**src/rtl/lasr_stim_driver_if.sv**
```systemverilog
// Control/status and cell-pin bundle for the LASR latch stimulus driver.
// slave = driver side, master = run controller / cell harness side.
interface lasr_stim_driver_if #(
   parameter int unsigned LFSR_W = 16,
   parameter int unsigned CNT_W  = 16,
   parameter int unsigned EW_W   = 4,
   parameter int unsigned PER_W  = 8
);
   logic              start;
   logic [CNT_W-1:0]  n_vectors;
   logic [LFSR_W-1:0] seed;
   logic [EW_W-1:0]   en_width;
   logic [PER_W-1:0]  set_period;
   logic [PER_W-1:0]  rst_period;
   logic              dut_d;
   logic              dut_en;
   logic              dut_setb;
   logic              dut_rstb;
   logic              dut_q;
   logic              dut_qn;
   logic              busy;
   logic              done;
   logic [CNT_W-1:0]  err_count;
   logic [CNT_W-1:0]  toggle_count;

   modport slave (
      input  start, n_vectors, seed, en_width, set_period, rst_period,
      input  dut_q, dut_qn,
      output dut_d, dut_en, dut_setb, dut_rstb,
      output busy, done, err_count, toggle_count
   );

   modport master (
      output start, n_vectors, seed, en_width, set_period, rst_period,
      output dut_q, dut_qn,
      input  dut_d, dut_en, dut_setb, dut_rstb,
      input  busy, done, err_count, toggle_count
   );
endinterface

```
**src/rtl/lasr_stim_driver.sv**
```systemverilog
// Stimulus driver / checker for active-low set/reset latch cells: sequences D, EN,
// SETB and RSTB one pin per edge, checks Q/QN against a reference, counts errors and toggles.
module lasr_stim_driver #(
   parameter int unsigned LFSR_W = 16,
   parameter int unsigned CNT_W  = 16,
   parameter int unsigned EW_W   = 4,
   parameter int unsigned PER_W  = 8
) (
   input  logic              CLK,
   input  logic              RSTB,
   lasr_stim_driver_if.slave bus
);

   localparam logic [2:0] S_IDLE  = 3'd0;
   localparam logic [2:0] S_SETUP = 3'd1;
   localparam logic [2:0] S_PULSE = 3'd2;
   localparam logic [2:0] S_HOLD  = 3'd3;
   localparam logic [2:0] S_ALO   = 3'd4;
   localparam logic [2:0] S_AREC  = 3'd5;
   localparam logic [2:0] S_CHECK = 3'd6;
   localparam logic [2:0] S_DONE  = 3'd7;

   localparam logic [LFSR_W-1:0] LFSR_TAPS = LFSR_W'(16'hB400);
   localparam logic [LFSR_W-1:0] SEED_DEF  = LFSR_W'(16'hACE1);

   logic [2:0]        r_state;
   logic [LFSR_W-1:0] r_lfsr;
   logic [CNT_W-1:0]  r_nvec;
   logic [CNT_W-1:0]  r_vec;
   logic [EW_W-1:0]   r_ew;
   logic [EW_W-1:0]   r_ew_cnt;
   logic [PER_W-1:0]  r_set_per;
   logic [PER_W-1:0]  r_rst_per;
   logic [PER_W-1:0]  r_set_ph;
   logic [PER_W-1:0]  r_rst_ph;
   logic              r_async_rst;
   logic              r_async_cnt;
   logic              r_q_exp;
   logic              r_prev_q;
   logic              r_dut_d;
   logic              r_dut_en;
   logic              r_dut_setb;
   logic              r_dut_rstb;
   logic              r_busy;
   logic              r_done;
   logic [CNT_W-1:0]  r_err;
   logic [CNT_W-1:0]  r_tog;

   logic [LFSR_W-1:0] w_seed;
   logic [LFSR_W-1:0] w_lfsr_src;
   logic [LFSR_W-1:0] w_lfsr_nxt;
   logic [EW_W-1:0]   w_ew;
   logic              w_rst_due;
   logic              w_set_due;
   logic [PER_W-1:0]  w_rst_ph_nxt;
   logic [PER_W-1:0]  w_set_ph_nxt;
   logic [CNT_W-1:0]  w_vec_nxt;
   logic              w_match;
   logic              w_start_ok;

   assign w_seed     = (bus.seed == '0) ? SEED_DEF : bus.seed;
   assign w_lfsr_src = (r_state == S_IDLE) ? w_seed : r_lfsr;
   assign w_lfsr_nxt = (w_lfsr_src >> 1) ^ (w_lfsr_src[0] ? LFSR_TAPS : '0);
   assign w_ew       = (bus.en_width == '0) ? EW_W'(1) : bus.en_width;

   // Phase counters hold vec mod period, so "due" is phase == period-1.
   assign w_rst_due    = (r_rst_per != '0) && (r_rst_ph == r_rst_per - 1'b1);
   assign w_set_due    = (r_set_per != '0) && (r_set_ph == r_set_per - 1'b1);
   assign w_rst_ph_nxt = w_rst_due ? '0 : r_rst_ph + 1'b1;
   assign w_set_ph_nxt = w_set_due ? '0 : r_set_ph + 1'b1;
   assign w_vec_nxt    = r_vec + 1'b1;

   // An unknown Q/QN evaluates the match as X, which falls to the error branch.
   assign w_match = (bus.dut_q == r_q_exp) && (bus.dut_qn == ~r_q_exp);

   // Start is held off until the cell has left reset so the release and the
   // first D change never share an edge.
   assign w_start_ok = bus.start && r_dut_rstb;

   always_ff @(posedge CLK or negedge RSTB) begin
      if (!RSTB) begin
         r_state     <= S_IDLE;
         r_lfsr      <= '0;
         r_nvec      <= '0;
         r_vec       <= '0;
         r_ew        <= '0;
         r_ew_cnt    <= '0;
         r_set_per   <= '0;
         r_rst_per   <= '0;
         r_set_ph    <= '0;
         r_rst_ph    <= '0;
         r_async_rst <= 1'b0;
         r_async_cnt <= 1'b0;
         r_q_exp     <= 1'b0;
         r_prev_q    <= 1'b0;
         r_dut_d     <= 1'b0;
         r_dut_en    <= 1'b0;
         r_dut_setb  <= 1'b1;
         r_dut_rstb  <= 1'b0;
         r_busy      <= 1'b0;
         r_done      <= 1'b0;
         r_err       <= '0;
         r_tog       <= '0;
      end else begin
         r_done <= 1'b0;
         case (r_state)
            S_IDLE: begin
               r_dut_rstb <= 1'b1;
               if (w_start_ok) begin
                  r_nvec    <= bus.n_vectors;
                  r_ew      <= w_ew;
                  r_set_per <= bus.set_period;
                  r_rst_per <= bus.rst_period;
                  r_set_ph  <= '0;
                  r_rst_ph  <= '0;
                  r_vec     <= '0;
                  r_err     <= '0;
                  r_tog     <= '0;
                  r_prev_q  <= 1'b0;
                  if (bus.n_vectors == '0) begin
                     r_done <= 1'b1;
                  end else begin
                     r_busy  <= 1'b1;
                     r_dut_d <= w_seed[0];
                     r_lfsr  <= w_lfsr_nxt;
                     r_state <= S_SETUP;
                  end
               end
            end

            S_SETUP: begin
               r_dut_en <= 1'b1;
               r_q_exp  <= r_dut_d;
               r_ew_cnt <= r_ew - 1'b1;
               r_state  <= S_PULSE;
            end

            S_PULSE: begin
               if (r_ew_cnt == '0) begin
                  r_dut_en <= 1'b0;
                  r_state  <= S_HOLD;
               end else begin
                  r_ew_cnt <= r_ew_cnt - 1'b1;
               end
            end

            S_HOLD: begin
               r_async_cnt <= 1'b1;
               if (w_rst_due) begin
                  r_dut_rstb  <= 1'b0;
                  r_async_rst <= 1'b1;
                  r_q_exp     <= 1'b0;
                  r_state     <= S_ALO;
               end else if (w_set_due) begin
                  r_dut_setb  <= 1'b0;
                  r_async_rst <= 1'b0;
                  r_q_exp     <= 1'b1;
                  r_state     <= S_ALO;
               end else begin
                  r_state <= S_CHECK;
               end
            end

            S_ALO: begin
               if (r_async_cnt) begin
                  r_async_cnt <= 1'b0;
               end else begin
                  if (r_async_rst) r_dut_rstb <= 1'b1;
                  else             r_dut_setb <= 1'b1;
                  r_state <= S_AREC;
               end
            end

            S_AREC: begin
               r_state <= S_CHECK;
            end

            S_CHECK: begin
               if (w_match) begin
                  r_err <= r_err;
               end else if (r_err != '1) begin
                  r_err <= r_err + 1'b1;
               end
               if ((bus.dut_q != r_prev_q) && (r_tog != '1)) begin
                  r_tog <= r_tog + 1'b1;
               end
               r_prev_q <= bus.dut_q;
               r_vec    <= w_vec_nxt;
               r_rst_ph <= w_rst_ph_nxt;
               r_set_ph <= w_set_ph_nxt;
               if (w_vec_nxt == r_nvec) begin
                  r_busy  <= 1'b0;
                  r_done  <= 1'b1;
                  r_state <= S_DONE;
               end else begin
                  r_dut_d <= r_lfsr[0];
                  r_lfsr  <= w_lfsr_nxt;
                  r_state <= S_SETUP;
               end
            end

            S_DONE: begin
               r_state <= S_IDLE;
            end

            default: begin
               r_state <= S_IDLE;
            end
         endcase
      end
   end

   assign bus.dut_d        = r_dut_d;
   assign bus.dut_en       = r_dut_en;
   assign bus.dut_setb     = r_dut_setb;
   assign bus.dut_rstb     = r_dut_rstb;
   assign bus.busy         = r_busy;
   assign bus.done         = r_done;
   assign bus.err_count    = r_err;
   assign bus.toggle_count = r_tog;

endmodule

```
**src/flat_wrapper.sv**
```systemverilog
// flat-port wrapper written by rule: the top's interface ports become plain ports
module lasr_stim_driver_flat 
#(
   parameter int unsigned LFSR_W = 16,
   parameter int unsigned CNT_W  = 16,
   parameter int unsigned EW_W   = 4,
   parameter int unsigned PER_W  = 8
)
  (CLK, RSTB, bus_start, bus_n_vectors, bus_seed, bus_en_width, bus_set_period, bus_rst_period, bus_dut_q, bus_dut_qn, bus_dut_d, bus_dut_en, bus_dut_setb, bus_dut_rstb, bus_busy, bus_done, bus_err_count, bus_toggle_count);
  lasr_stim_driver_if #(.LFSR_W(LFSR_W), .CNT_W(CNT_W), .EW_W(EW_W), .PER_W(PER_W)) bus_i ();
  input  logic CLK;
  input  logic RSTB;
  input wire logic [$bits(bus_i.start)-1:0] bus_start;
  input wire logic [$bits(bus_i.n_vectors)-1:0] bus_n_vectors;
  input wire logic [$bits(bus_i.seed)-1:0] bus_seed;
  input wire logic [$bits(bus_i.en_width)-1:0] bus_en_width;
  input wire logic [$bits(bus_i.set_period)-1:0] bus_set_period;
  input wire logic [$bits(bus_i.rst_period)-1:0] bus_rst_period;
  input wire logic [$bits(bus_i.dut_q)-1:0] bus_dut_q;
  input wire logic [$bits(bus_i.dut_qn)-1:0] bus_dut_qn;
  output wire logic [$bits(bus_i.dut_d)-1:0] bus_dut_d;
  output wire logic [$bits(bus_i.dut_en)-1:0] bus_dut_en;
  output wire logic [$bits(bus_i.dut_setb)-1:0] bus_dut_setb;
  output wire logic [$bits(bus_i.dut_rstb)-1:0] bus_dut_rstb;
  output wire logic [$bits(bus_i.busy)-1:0] bus_busy;
  output wire logic [$bits(bus_i.done)-1:0] bus_done;
  output wire logic [$bits(bus_i.err_count)-1:0] bus_err_count;
  output wire logic [$bits(bus_i.toggle_count)-1:0] bus_toggle_count;
  assign bus_i.start = bus_start;
  assign bus_i.n_vectors = bus_n_vectors;
  assign bus_i.seed = bus_seed;
  assign bus_i.en_width = bus_en_width;
  assign bus_i.set_period = bus_set_period;
  assign bus_i.rst_period = bus_rst_period;
  assign bus_i.dut_q = bus_dut_q;
  assign bus_i.dut_qn = bus_dut_qn;
  assign bus_dut_d = bus_i.dut_d;
  assign bus_dut_en = bus_i.dut_en;
  assign bus_dut_setb = bus_i.dut_setb;
  assign bus_dut_rstb = bus_i.dut_rstb;
  assign bus_busy = bus_i.busy;
  assign bus_done = bus_i.done;
  assign bus_err_count = bus_i.err_count;
  assign bus_toggle_count = bus_i.toggle_count;
  lasr_stim_driver #(.LFSR_W(LFSR_W), .CNT_W(CNT_W), .EW_W(EW_W), .PER_W(PER_W)) u_core (.CLK(CLK), .RSTB(RSTB), .bus(bus_i));
endmodule
```
**config.mk**
```make
export PLATFORM = sky130hd
export DESIGN_NAME = lasr_stim_driver_flat
export DESIGN_NICKNAME = d
export VERILOG_FILES = /design/src/rtl/lasr_stim_driver_if.sv /design/src/rtl/lasr_stim_driver.sv /design/src/flat_wrapper.sv
export SDC_FILE = /design/constraint.sdc
export NUM_CORES = 1
export LEC_CHECK = 0
export CAP_MARGIN = 20
export CORE_MARGIN = 4
export CORE_UTILIZATION = 56
export DETAILED_ROUTE_END_ITERATION = 12
export PLACE_DENSITY = 0.83
export RECOVER_POWER = 50
export SETUP_SLACK_MARGIN = 0.1
export SYNTH_ARGS = -nofsm -noshare
export SYNTH_HDL_FRONTEND = slang
export SYNTH_SLANG_ARGS = --single-unit
```
**constraint.sdc**
```tcl
create_clock -name CLK -period 3.3 [get_ports CLK]
set_clock_uncertainty 0.15 [all_clocks]
set_input_delay 0.99 -clock CLK [delete_from_list [all_inputs] [get_ports CLK]]
set_output_delay 0.99 -clock CLK [all_outputs]
set_load 0.03 [all_outputs]
```
After elaboration in Yosys (flattened, before gate mapping)
Cells that the tools add are included.
{"block": "totals", "reg_bits": 133, "latch_bits": 0, "mem_bits_rw": 0, "mem_bits_ro": 0, "in_bits": 57, "output_inout_bits": 38, "elab_cells": 155, "mem_count": 0}
{"block": "op_classes", "n_addsub": 9, "multipliers": 0, "n_div": 0, "n_lt_le_gt_ge": 0, "eq_ne": 31, "n_shift": 0, "n_mux": 60, "bitwise": 2, "n_reduce_logical": 31}
{"op": "16-bit two-way mux", "n": 10}
{"op": "16-bit one-hot mux with 2 select lines", "n": 4}
{"op": "16-bit by 1-bit adder with 16-bit output, second input constant", "n": 3}
{"op": "16-bit logical NOT", "n": 2}
{"op": "16-bit inequality test, second input constant", "n": 2}
{"op": "8-bit one-hot mux with 2 select lines", "n": 2}
{"op": "8-bit two-way mux", "n": 3}
{"op": "3-bit one-hot mux with 8 select lines", "n": 1}
{"op": "1-bit two-way mux", "n": 21}
{"op": "4-bit AND reduction", "n": 5}
{"op": "3-bit two-way mux", "n": 6}
{"op": "8-bit by 1-bit adder with 8-bit output, second input constant", "n": 2}
{"op": "16-bit == test", "n": 1}
{"op": "8-bit == test", "n": 2}
{"op": "2-bit by 1-bit inequality test with 1-bit output, second input constant", "n": 8}
{"op": "1-bit one-hot mux with 2 select lines", "n": 8}
{"op": "8-bit nonzero test", "n": 2}
{"op": "8-bit by 1-bit subtractor with 8-bit output, second input constant", "n": 2}
{"op": "15-bit by 16-bit bitwise XOR with 16-bit output", "n": 1}
{"op": "2-bit inequality test, second input constant", "n": 7}
{"op": "3-bit == test, second input constant", "n": 4}
{"op": "2-bit AND reduction", "n": 6}
{"op": "2-bit nonzero test", "n": 5}
{"op": "4-bit logical NOT", "n": 2}
{"op": "other kinds (16)", "n": 24}

Depth between registers and ports, before layout
{"block": "depth", "depth_word": 8, "depth_mapped": 10}

Worst setup path before layout
OpenSTA, ideal clock, no wires.
{"block": "synth_path", "path_kind": "reg-to-reg", "startpoint": "register u_core.r_set_per[0]", "endpoint": "register u_core.r_set_ph[4]", "setup_ps": 118, "t_arrival_ps": 2475, "required_time_ps": 3032, "setup_slack_ps": 557, "path_stages_with_launch": 8, "path_buffers": 0, "period_less_slack_ps": 2743, "cell_sequence": "dfrtp_1 -> or4_4 -> or4_1 -> a21o_1 -> a2111o_1 -> nand2_4 -> o21ai_1 -> a21o_1"}
{"block": "synth_between", "elab_chain_len": 5}
{"element": "from (decl)", "line_no": "lasr_stim_driver.sv:32", "rtl": "logic [PER_W-1:0] r_set_per;"}
{"element": "from (signal assigned)", "line_no": "lasr_stim_driver.sv:112", "rtl": "r_set_per <= bus.set_period;"}
{"element": "8-bit by 1-bit subtractor with 8-bit output", "line_no": "lasr_stim_driver.sv:68", "rtl": "assign w_set_due = (r_set_per != '0) && (r_set_ph == r_set_per - 1'b1);"}
{"element": "8-bit == test", "line_no": "lasr_stim_driver.sv:68"}
{"element": "1-bit logical AND (*)", "line_no": "lasr_stim_driver.sv:68"}
{"element": "8-bit two-way mux (*)", "line_no": "lasr_stim_driver.sv:70", "rtl": "assign w_set_ph_nxt = w_set_due ? '0 : r_set_ph + 1'b1;"}
{"element": "8-bit one-hot mux with 2 select lines (*)", "line_no": "lasr_stim_driver.sv:106", "rtl": "case (r_state)"}
{"element": "to (signal assigned)", "line_no": "lasr_stim_driver.sv:190", "rtl": "r_set_ph <= w_set_ph_nxt;"}
{"element": "to (decl)", "line_no": "lasr_stim_driver.sv:34", "rtl": "logic [PER_W-1:0] r_set_ph;"}
Mark *: on every way between the ends. The rest lies on a longest branch, timed or not.
A chain may end at the register's enable or synchronous reset.

Worst setup path after layout
Same ends and word-level chain as after synthesis.

==> impl_metrics.ini <==
[cts]
root_buffer = clkbuf_16
cts_resized = 0
cts_tree = built
cts_sinks = 133
cts_htree_levels = 4
ctsHoldBuffers = 0
cts_buffers = 17
cts.reportedPaths.clkPinSlew_ps = 60
clk_latency_ps = 420
postCtsSetupBuffers = 0
cts_max_path_buffers = 2

[synth]
ys_ff_latch = 133
syn-num-nets = 889
yosys_warnings = 0
syn_area_per_cell_um2 = 8.994
synth-edff-count = 0
synth-async-reset-ratio_pct = 100.0
ys_seq_area_share_pct = 44.98
ys_types = 67
synthCells = 823
synth_ff_type = dfrtp_1
syn_area_um2 = 7402

[global_routing]
grt_antenna_before_repair = 0
grt.overflow.total = 0
grt.total_usage_pct = 24.03
grt_pass1_vias = 6116
grt_start_max_net_pins = 61
grt_pass1_wl_mm = 28.62

[cells_and_area]
final_cells = 1108
seq_area_um2 = 3329
multi_input_area_um2 = 3852
final_net_count = 989
mostFrequentLayoutCells = nand2_1 (159), dfrtp_1 (132), clkdlybuf4s50_1 (93)
area_delta_synth_final_pct = 23.73
antennaDiodeCount = 0
layout_commonest_cell = nand2_1
fillers = 969
fin_util_pct = 71.70
drive_gt1_share_pct = 10.26

[sta]
slew_viol_final = 60
max_slew.worst_pin.slew_ps = 1510
setup_violations = 0
finalHoldViolations = 0
setup_tns_ps = 0
fin_crit_ps = 3005
period_share_pct = 91.05
slew_headroom_pct = -0.6878
rsz0062_at_grt = false
fmax_mhz = 332.8

[setup_path]
arrival_ps = 3170
worstSetupPathType = reg2reg
end_kind = flop
required_ps = 3460
cp_max_fo = 10
start_kind = flop

[hold_path]
hold_class = reg2reg

[die]
dieHeight_um = 123.0
start_util_pct = 57.95
die-area_um2 = 15120
die_x_um = 123.0
boundaryPins = 95
coreArea_um2 = 12770
rows = 41

[placed_design]
place_hpwl_mm = 12.05
routabilityCongestion = 0.8682
portBuffers = 94
dp.cells = 1076

[routing]
dr.pass1.iters = 6
routedWlPerCell_um = 15.82
vias = 6320
totalWireLength_mm = 17.53
viasPerCell = 5.704
drc_errors = 0
ant_nets = 0
drt_iter0_markers = 405

[run]
drv_cap = 1

[power_and_ir_drop]
total_power_mw = 3.592
vdd_drop_max_uv = 353.5
pwr_density_cell_nw_per_um2 = 392.2
cellLeakagePower_nw = 4.127

[status]
status = finished with violations
violations = max-capacitance violations, max-slew violations
-- state kept, by name, summed over array words and instances (netlist names), 3 cells and up --
register	cells
u_core.bus.err_count	16
u_core.bus.toggle_count	16
u_core.r_lfsr	16
u_core.r_nvec	16
u_core.r_vec	16
u_core.r_rst_per	8
u_core.r_rst_ph	8
u_core.r_set_per	8
u_core.r_set_ph	8
u_core.r_ew	4
u_core.r_ew_cnt	4
u_core.r_state	3
-- report_power, final --
part	total (mW)	switching, mW	leakage, nW	internal [mW]
combinational	0.150	0.0699	2.14	0.0800
clock	1.80	0.736	0.277	1.06
sequential	1.65	0.00869	1.71	1.64
total	3.59	0.815	4.13	2.78
-- stage by stage --
stage               hold slack (ps)  area [µm²]  setup WS [ps]
detailed placement            322.0        8617          148.3
finish                        337.3        9159          295.3
global route                  355.5        9159          131.8
global placement              323.4        8617          220.0
floorplan                     288.5        7402          556.7
CTS                           337.7        9183          305.8
-- routing by layer --
metal  vias up  routed length [µm]  GRT usage (%)  share of wire (%)
li1       3076                   -              -                  -
met2       191                8437          39.15                 48
met3        35                 966          5.993                5.5
met4         0                 330          8.304                1.9
met1      3018                7795          31.53                 44
met5         -                   0              0                  0
-- cells in the mapped netlist, drive strengths merged, types with 2 or more instances --
cell type	count	area [µm²]
a41oi	2	17.52
or3	7	43.79
nand2	160	608.1
dfrtp	132	3303
ha	9	112.6
a32o	2	20.02
nand3	26	130.1
o311a	2	20.02
a211oi	3	32.53
xor2	41	359.1
or3b	2	17.52
nor3b	6	45.04
mux2i	6	60.06
o211ai	6	45.04
o2111ai	2	17.52
nand3b	3	22.52
mux2	26	292.8
nand4b	3	26.28
o22ai	6	37.54
and3	13	81.33
o21ai	61	309.0
nand4	20	146.4
buf	11	63.81
nor2	79	296.5
nand2b	7	43.79
a21o	7	52.55
o21a	3	22.52
nor3	13	65.06
a21oi	27	135.1
or4	6	48.80
o31ai	5	37.54
and2	3	18.77
xnor2	42	367.9
nor4	16	121.4
clkbuf	28	105.1
inv	15	56.30
a311oi	2	17.52
and4	5	43.79
-- critical path, cell delays in order, from the launching register on --
cell and delay (ps):
dfrtp_1 430, or4_4 590, or4_1 520, a21o_1 200, a2111o_1 550, nand2_4 180
o21ai_1 90, a21o_1 190
-- path summary, 6_finish.rpt --
kind                            depth (start not counted)                             from  slack [ps]                             end
worst max-delay path                                    7  u_core.r_set_per[0]$_DFFE_PN0P_         300  u_core.r_set_ph[4]$_DFFE_PN0P_
worst min-delay path                                    2       u_core.r_ew[0]$_DFFE_PN0P_         340      u_core.r_ew[0]$_DFFE_PN0P_
worst max register to register                          7  u_core.r_set_per[0]$_DFFE_PN0P_         300  u_core.r_set_ph[4]$_DFFE_PN0P_
worst min register to register                          2       u_core.r_ew[0]$_DFFE_PN0P_         340      u_core.r_ew[0]$_DFFE_PN0P_
max in group asynchronous                               2                             RSTB         600  u_core.r_ew_cnt[0]$_DFFE_PN0P_
min in group asynchronous                               1                             RSTB         780     u_core.r_vec[7]$_DFFE_PN0P_
-- cell type report --
type	instances	share of cell area, %
inverter	15	0.6148
clock buffer	18	4.795
sequential	133	36.35
timing repair buffer	120	12.45
clock inverter	14	1.380
tap	172	2.350
multi-input combinational	636	42.06
-- logic make-up (layout without fill, tap and decap cells) --
kind of cell    Yosys count  count (layout)  share of synthesized area, %
simple gates            374             374                         24.31
compound gates          138             138                         11.56
flops                   133             133                         44.98
xor+xnor                 83              83                         9.821
buf+inv                  54             167                         3.043
mux                      32              32                         4.767
fa+ha+maj                 9               9                         1.521
Power figures use the tool's default switching activity.
